`src/rtl/imm_gen_pipe.sv`:
```
// imm_gen_pipe: registered RV32/RV64 immediate generator for the decode stage.
// An output register plus one skid register sit behind valid/ready handshakes
// on both sides, and a flush input discards everything that is buffered.
// Optional feature macro: IMM_FMT_ERR_EN adds a fmt_err output that travels
// through the buffer together with each immediate.
//
// state | meaning
// EMPTY | no entries buffered, out_valid=0
// ONE   | output register holds an entry
// FULL  | output and skid registers both hold entries, in_ready=0
module imm_gen_pipe #(
  parameter int XLEN  = 32,
  parameter int TAG_W = 8
) (
  input  logic             clk,
  input  logic             rst_n,
  input  logic             in_valid,
  output logic             in_ready,
  input  logic [31:0]      inst,
  input  logic [2:0]       ctrl,
  input  logic [TAG_W-1:0] tag,
  input  logic             flush,
  output logic             out_valid,
  input  logic             out_ready,
  output logic [XLEN-1:0]  imm,
  output logic [TAG_W-1:0] out_tag
`ifdef IMM_FMT_ERR_EN
  ,
  output logic             fmt_err
`endif
);

  typedef enum logic [1:0] {
    EMPTY = 2'd0,
    ONE   = 2'd1,
    FULL  = 2'd2
  } state_t;

  state_t           state, state_nxt;
  logic             in_fire, out_fire;
  logic             load_out_in, load_out_skid, load_skid;
  logic [31:0]      imm32;
  logic [XLEN-1:0]  imm_d;
  logic [XLEN-1:0]  skid_imm;
  logic [TAG_W-1:0] skid_tag;
  logic             unused_opcode;

  if (XLEN != 32 && XLEN != 64) begin : g_xlen_check
    $error("imm_gen_pipe: XLEN must be 32 or 64");
  end

  // The opcode field never contributes to an immediate.
  assign unused_opcode = &{1'b0, inst[6:0]};

  // Every format fits in 32 bits with its sign in bit 31; SHAMT and ZIMM
  // leave bit 31 clear, so one sign extension to XLEN serves all formats.
  always_comb begin
    imm32 = 32'd0;
    case (ctrl)
      3'b000:  imm32 = {{20{inst[31]}}, inst[31:20]};
      3'b001:  imm32 = {{20{inst[31]}}, inst[31:25], inst[11:7]};
      3'b010:  imm32 = {{19{inst[31]}}, inst[31], inst[7], inst[30:25], inst[11:8], 1'b0};
      3'b011:  imm32 = {inst[31:12], 12'd0};
      3'b100:  imm32 = {{11{inst[31]}}, inst[31], inst[19:12], inst[20], inst[30:21], 1'b0};
      3'b101:  imm32 = (XLEN == 64) ? {26'd0, inst[25:20]} : {27'd0, inst[24:20]};
      3'b110:  imm32 = {27'd0, inst[19:15]};
      default: imm32 = 32'd0;
    endcase
  end

  assign imm_d = XLEN'($signed(imm32));

  assign out_valid = (state != EMPTY);
  assign in_fire   = in_valid && in_ready && !flush;
  assign out_fire  = out_valid && out_ready;

  // State register; in_ready is registered from the next state so it never
  // depends combinationally on out_ready.
  always_ff @(posedge clk or negedge rst_n) begin
    if (!rst_n) begin
      state    <= EMPTY;
      in_ready <= 1'b1;
    end else begin
      state    <= state_nxt;
      in_ready <= (state_nxt != FULL);
    end
  end

  // Next-state and datapath load selection; flush overrides every event.
  always_comb begin
    state_nxt     = state;
    load_out_in   = 1'b0;
    load_out_skid = 1'b0;
    load_skid     = 1'b0;
    if (flush) begin
      state_nxt = EMPTY;
    end else begin
      case (state)
        EMPTY: begin
          if (in_fire) begin
            state_nxt   = ONE;
            load_out_in = 1'b1;
          end
        end
        ONE: begin
          if (in_fire && out_fire) begin
            load_out_in = 1'b1;
          end else if (in_fire) begin
            state_nxt = FULL;
            load_skid = 1'b1;
          end else if (out_fire) begin
            state_nxt = EMPTY;
          end
        end
        FULL: begin
          if (out_fire) begin
            state_nxt     = ONE;
            load_out_skid = 1'b1;
          end
        end
        default: state_nxt = EMPTY;
      endcase
    end
  end

  // Output and skid registers; the output register holds while stalled.
  always_ff @(posedge clk or negedge rst_n) begin
    if (!rst_n) begin
      imm      <= '0;
      out_tag  <= '0;
      skid_imm <= '0;
      skid_tag <= '0;
    end else begin
      if (load_out_in) begin
        imm     <= imm_d;
        out_tag <= tag;
      end else if (load_out_skid) begin
        imm     <= skid_imm;
        out_tag <= skid_tag;
      end
      if (load_skid) begin
        skid_imm <= imm_d;
        skid_tag <= tag;
      end
    end
  end

`ifdef IMM_FMT_ERR_EN
  logic err_d;
  logic skid_err;

  assign err_d = (ctrl == 3'b111) || ((ctrl == 3'b101) && (XLEN == 32) && inst[25]);

  // Format-error flag follows its immediate through the same registers.
  always_ff @(posedge clk or negedge rst_n) begin
    if (!rst_n) begin
      fmt_err  <= 1'b0;
      skid_err <= 1'b0;
    end else begin
      if (load_out_in) begin
        fmt_err <= err_d;
      end else if (load_out_skid) begin
        fmt_err <= skid_err;
      end
      if (load_skid) begin
        skid_err <= err_d;
      end
    end
  end
`endif

endmodule

```
`config.mk`:
```
export PLATFORM = sky130hd
export DESIGN_NAME = imm_gen_pipe
export DESIGN_NICKNAME = d
export VERILOG_FILES = /design/src/rtl/imm_gen_pipe.sv
export SDC_FILE = /design/constraint.sdc
export NUM_CORES = 1
export LEC_CHECK = 0
export BUFFER_PORTS_ARGS = -buffer_cell sky130_fd_sc_hd__buf_2
export CAP_MARGIN = 30
export CORE_MARGIN = 4
export CORE_UTILIZATION = 56
export CTS_BUF_LIST = sky130_fd_sc_hd__clkbuf_4 sky130_fd_sc_hd__clkbuf_8
export CTS_CLUSTER_DIAMETER = 50
export DETAILED_ROUTE_END_ITERATION = 10
export HOLD_SLACK_MARGIN = 0.06
export PLACE_DENSITY = 0.83
export SETUP_SLACK_MARGIN = 0.15
export SYNTH_ARGS = -nofsm -noshare
export SYNTH_HDL_FRONTEND = slang
export SYNTH_SLANG_ARGS = --single-unit
```
`constraint.sdc`:
```
create_clock -name clk -period 1.8 [get_ports clk]
set_input_delay 0.54 -clock clk [delete_from_list [all_inputs] [get_ports clk]]
set_output_delay 0.54 -clock clk [all_outputs]
set_load 0.01 [all_outputs]
```
# Word level (Yosys, flattened, before mapping)
# Index checks and enable logic that the tools add are counted.
# Widths: inputs -> output; s select.
# word_totals
reg_bits	83
out_inout_bits	42
elab_cells	46
# classes
n_eq_ne	9
mux	22
reduce_logical	9
# op_table
operator	n
$pmux 32 s7	1
$mux 32	2
$mux 8	2
$mux 2	6
$eq 3x3->1 const B	3
$mux 1	9
$eq 3x2->1 const B	2
$pmux 2 s3	1
$logic_and 1x1->1	4
$reduce_bool 2->1	2
$eq 3x1->1 const B	1
$logic_not 3->1	1
$eq 2x1->1 const B	1
$eq 2x2->1 const B	1
$logic_not 2->1	1
$ne 2x2->1 const B	1
$pmux 1 s2	1
$logic_not 1->1	1

# Longest topological paths before layout
# logic_depth
depth_word	8
ltp_mapped	7

# Least setup slack after synthesis
# No wires, ideal clock.
# synth_timing
path_type	input to register
from	input ctrl[1]
to	register imm[4]
t_arrival_ps	1415
t_required_ps	1666
slack_ps	251
cell_stages	5
path_buffers	1
path_cell_list	nor2b_1 -> buf_2 -> o21ba_1 -> a222oi_1 -> a21oi_1
# synth_between
elab_chain_cells	3
word_cells_on_any_way	9
# synth_rtl
item	line	text
start, declared	20	input logic [2:0] ctrl,
$eq 3x3->1 (tied with other cells)	59	case (ctrl)
$pmux 32 s7 *	59	
$mux 32 *	134	if (load_out_in) begin
end signal, assigned	135	imm <= imm_d;
end signal, assigned	138	imm <= skid_imm;
end, declared	25	output logic [XLEN-1:0] imm,
# Every way passes the cells marked *; elsewhere a longest branch is shown, timed or not.
# A chain may end at the register's enable or synchronous reset.

# Final worst setup path
# layout_timing
from	register state[0]
to	output out_valid
# layout_between
elab_chain_cells	1
# layout_rtl
item	line	text
start, declared	39	state_t state, state_nxt;
start signal, assigned	84	state <= state_nxt;
$reduce_bool 2->1	73	assign out_valid = (state != EMPTY);
end, declared	23	output logic out_valid,
# Every way passes these cells.

==> results.yml <==
final_layout:
  register_area_mm2: 0.002078
  syn_to_final_growth_pct: 22.45
  nets: 498
  diodes: 0
  fillerInstances: 494
  drive_gt1_frac: 0.3560
  multiInputGateArea_mm2: 0.001584
worst_setup_path:
  cp-endpoint: "out_valid"
  endpoint_kind: "output pin"
  path_delay_family: "flip-flops"
  critPathSlowestCell: "dfrtp_1"
  r2r_cells: 5
  critical_path_buf_inv_count: 1
  reg2reg_to: "imm[9]"
  slowest_delay_ns: 0.39
  crit_start: "state[0]"
  regToRegSetupSlack_ns: 0.17
  crit_fanout: 2
  cp_num_cells: 2
  worstSetupStartpointType: "register"
  path_class: "reg2out"
  r2r-start: "state[1]"
  arrival_ns: 1.11
  crit_chain: "or2_4 > buf_6"
  worstPathRequired_ns: 1.26
floorplan:
  core.rowCount: 29
  start_util: 0.5920
  fp.coreArea_mm2: 0.006495
  die-height_um: 90.86
  ioPinCount: 90
  die_width_um: 90.86
  dieArea_mm2: 0.008256
drt:
  viasPerCell: 6.113
  drcViolationCount: 0
  ant_nets: 0
  drt-pass1-iter-count: 5
  drt_iter0_markers: 189
  vias: 3252
  postRouteWirelength_um: 9722
  avgRoutedWirePerCell_um: 18.27
cts:
  htreeDepth: 3
  worstSkewPairLatency_ns: 0.36
  cts.clk_slew.worst_paths_ns: 0.09
  clk_path_buf_depth: 2
  cts_root_buf: "clkbuf_8"
  numCtsBuffers: 9
  cts_tree: "yes"
  hold_buffers: 0
  cts.sinks: 83
timing:
  max_freq_mhz: 606.1
  timing.final.crit_share: 0.9166
  final_max_slew_viol_count: 0
  holdWs_ns: 0.1034
  fin_worst_skew_ns: 0.008214
  finalSetupViolCount: 0
  min_period_ns: 1.650
  relSlewSlack: 0.6707
  rsz0062_at_grt: "true"
  hold_viol: 0
  tightest_slew_ns: 0.4940
place:
  portBuffers: 82
  place_congestion: 0.9463
  dp_hpwl_um: 6467
flow_run:
  maxCapViolCount: 0
synthesis:
  synth_top_area_cell: "dfrtp_1"
  mappedNetlistArea_mm2: 0.003845
  syn_inst: 354
  synth_edf_count: 0
  synth_area_leaders: "dfrtp_1, nand2_1, a22oi_2"
  yosysSeqAreaShare: 0.5405
  synth_common_cells: "dfrtp_1, nand2_1, a21oi_1, o21ai_0, o21ai_1"
  synth_ff_type: "dfrtp_1"
  ys_seq_elements: 83
  synth_most_common_cell: "dfrtp_1"
  asyncSetResetFlopFracSynth: 1.000
  yosys_warnings: 0
  syn_area_per_cell_um2: 10.86
  ys_types: 43
  synth_top_area_frac: 0.5337
  syn-num-nets: 402
power:
  peakVddDrop_uv: 559.2
  p_leak_uw: 0.002248
  power_uw: 4745
  p_per_area_mw_per_mm2: 1008
grt:
  grt_max_degree: 39
  grt_use_total: 0.2248
  grt_first_pass_wirelength_um: 15010
  grt_pass1_vias: 3099
  grt_antenna_before_repair: 0
  overflow: 0
worst_hold_path:
  hp-class: "in2async"
run_status:
  status: "completed"
[where the power goes]
group	leakage, uW	internal (uW)	switching, uW
clock network	0.0000829	517	726
registers	0.00107	2240	224
logic	0.00109	497	544
total	0.00225	3250	1490
[worst reg2reg max path, delay by kind of cell (launching register included)]
family	cells	cell delay, ns
AND/OR/NAND/NOR	1	0.37
buffers and inverters	2	0.29
flip-flops	1	0.40
AO/OA/AOI/OAI	2	0.47
[cell usage in the layout, fill, tap and decap left out, types with 2 or more instances in the layout]
cell type	n
clkbuf_16	2
a22oi_2	13
buf_2	80
inv_6	3
a21oi_1	30
a222oi_1	4
nor2_4	2
nand2_1	47
dfrtp_1	82
buf_4	24
o21ai_0	28
a221o_1	7
and2_1	7
a22o_1	11
mux2i_1	2
and4bb_4	2
clkinvlp_4	3
nor2b_1	7
nor2_1	4
clkbuf_8	9
buf_6	3
o22a_1	7
a22oi_1	19
o21ai_1	25
buf_12	5
mux2_2	8
a211oi_1	2
nand2b_1	2
[registers in the layout, summed over array words and instances, names as in the netlist]
register and count:
imm 32, out_tag 8, skid_imm 32, skid_tag 8, state 2, in_ready 1
[per-stage QoR]
step	instances	utilization	cell area [um2]	setup slack, ns	TNS [ns]
after floorplan	354	-	3845	0.2508	0
after global placement	508	0.6781	4404	-0.009515	-0.009515
after detailed placement	508	0.6781	4404	-0.09886	-0.3017
after CTS	526	0.7097	4609	0.1260	0
after global routing	532	0.7249	4708	0.07957	0
final	532	0.7249	4708	0.1501	0
[worst min-delay path by stage]
stage | from | slack, ns | end | cells past startpoint
3_5_place_dp | out_tag[7] | 0.46 | out_tag[7] | 2
6_report | rst_n | 0.10 | out_tag[3] | 1
3_3_place_gp | out_tag[4] | 0.45 | out_tag[4] | 2
5_1_grt | rst_n | 0.13 | skid_imm[2] | 1
2_1_floorplan | rst_n | 0.24 | imm[0] | 0
4_1_cts | rst_n | 0.11 | out_tag[4] | 1
[cells by family after synthesis]
kind of cell / count (synthesis) / share of synthesized area
AND/OR/NAND/NOR: 78 / 0.1015
buffers and inverters: 31 / 0.05304
flip-flops: 83 / 0.5405
AO/OA/AOI/OAI: 152 / 0.2763
multiplexers: 10 / 0.02864
[area by class of cell]
class / count / share of cell area
inverter: 1 / 0.0007972
timing repair buffer: 114 / 0.1624
clock buffer: 9 / 0.02631
multi-input combinational: 241 / 0.3364
tap: 77 / 0.02046
sequential: 83 / 0.4414
clock inverter: 7 / 0.01222
[metal layers]
| layer | routed length [um] | track usage | vias to the layer above | part of all wire |
|---|---|---|---|---|
| li1 | - | - | 1496 | - |
| met1 | 4036 | 0.3055 | 1574 | 0.42 |
| met2 | 4531 | 0.3564 | 155 | 0.47 |
| met3 | 884 | 0.04250 | 27 | 0.091 |
| met4 | 269 | 0.09045 | 0 | 0.028 |
| met5 | 0 | 0 | - | 0 |
[repair_timing]
item	CTS	global route
endpoints found under the setup margin	1	54
setup buffers	2	3
pin swaps	0	3
endpoints found under the hold margin	0	0
gates resized for setup	2	5
cloned	0	3
Note: power is estimated with default switching activity, not from simulation.
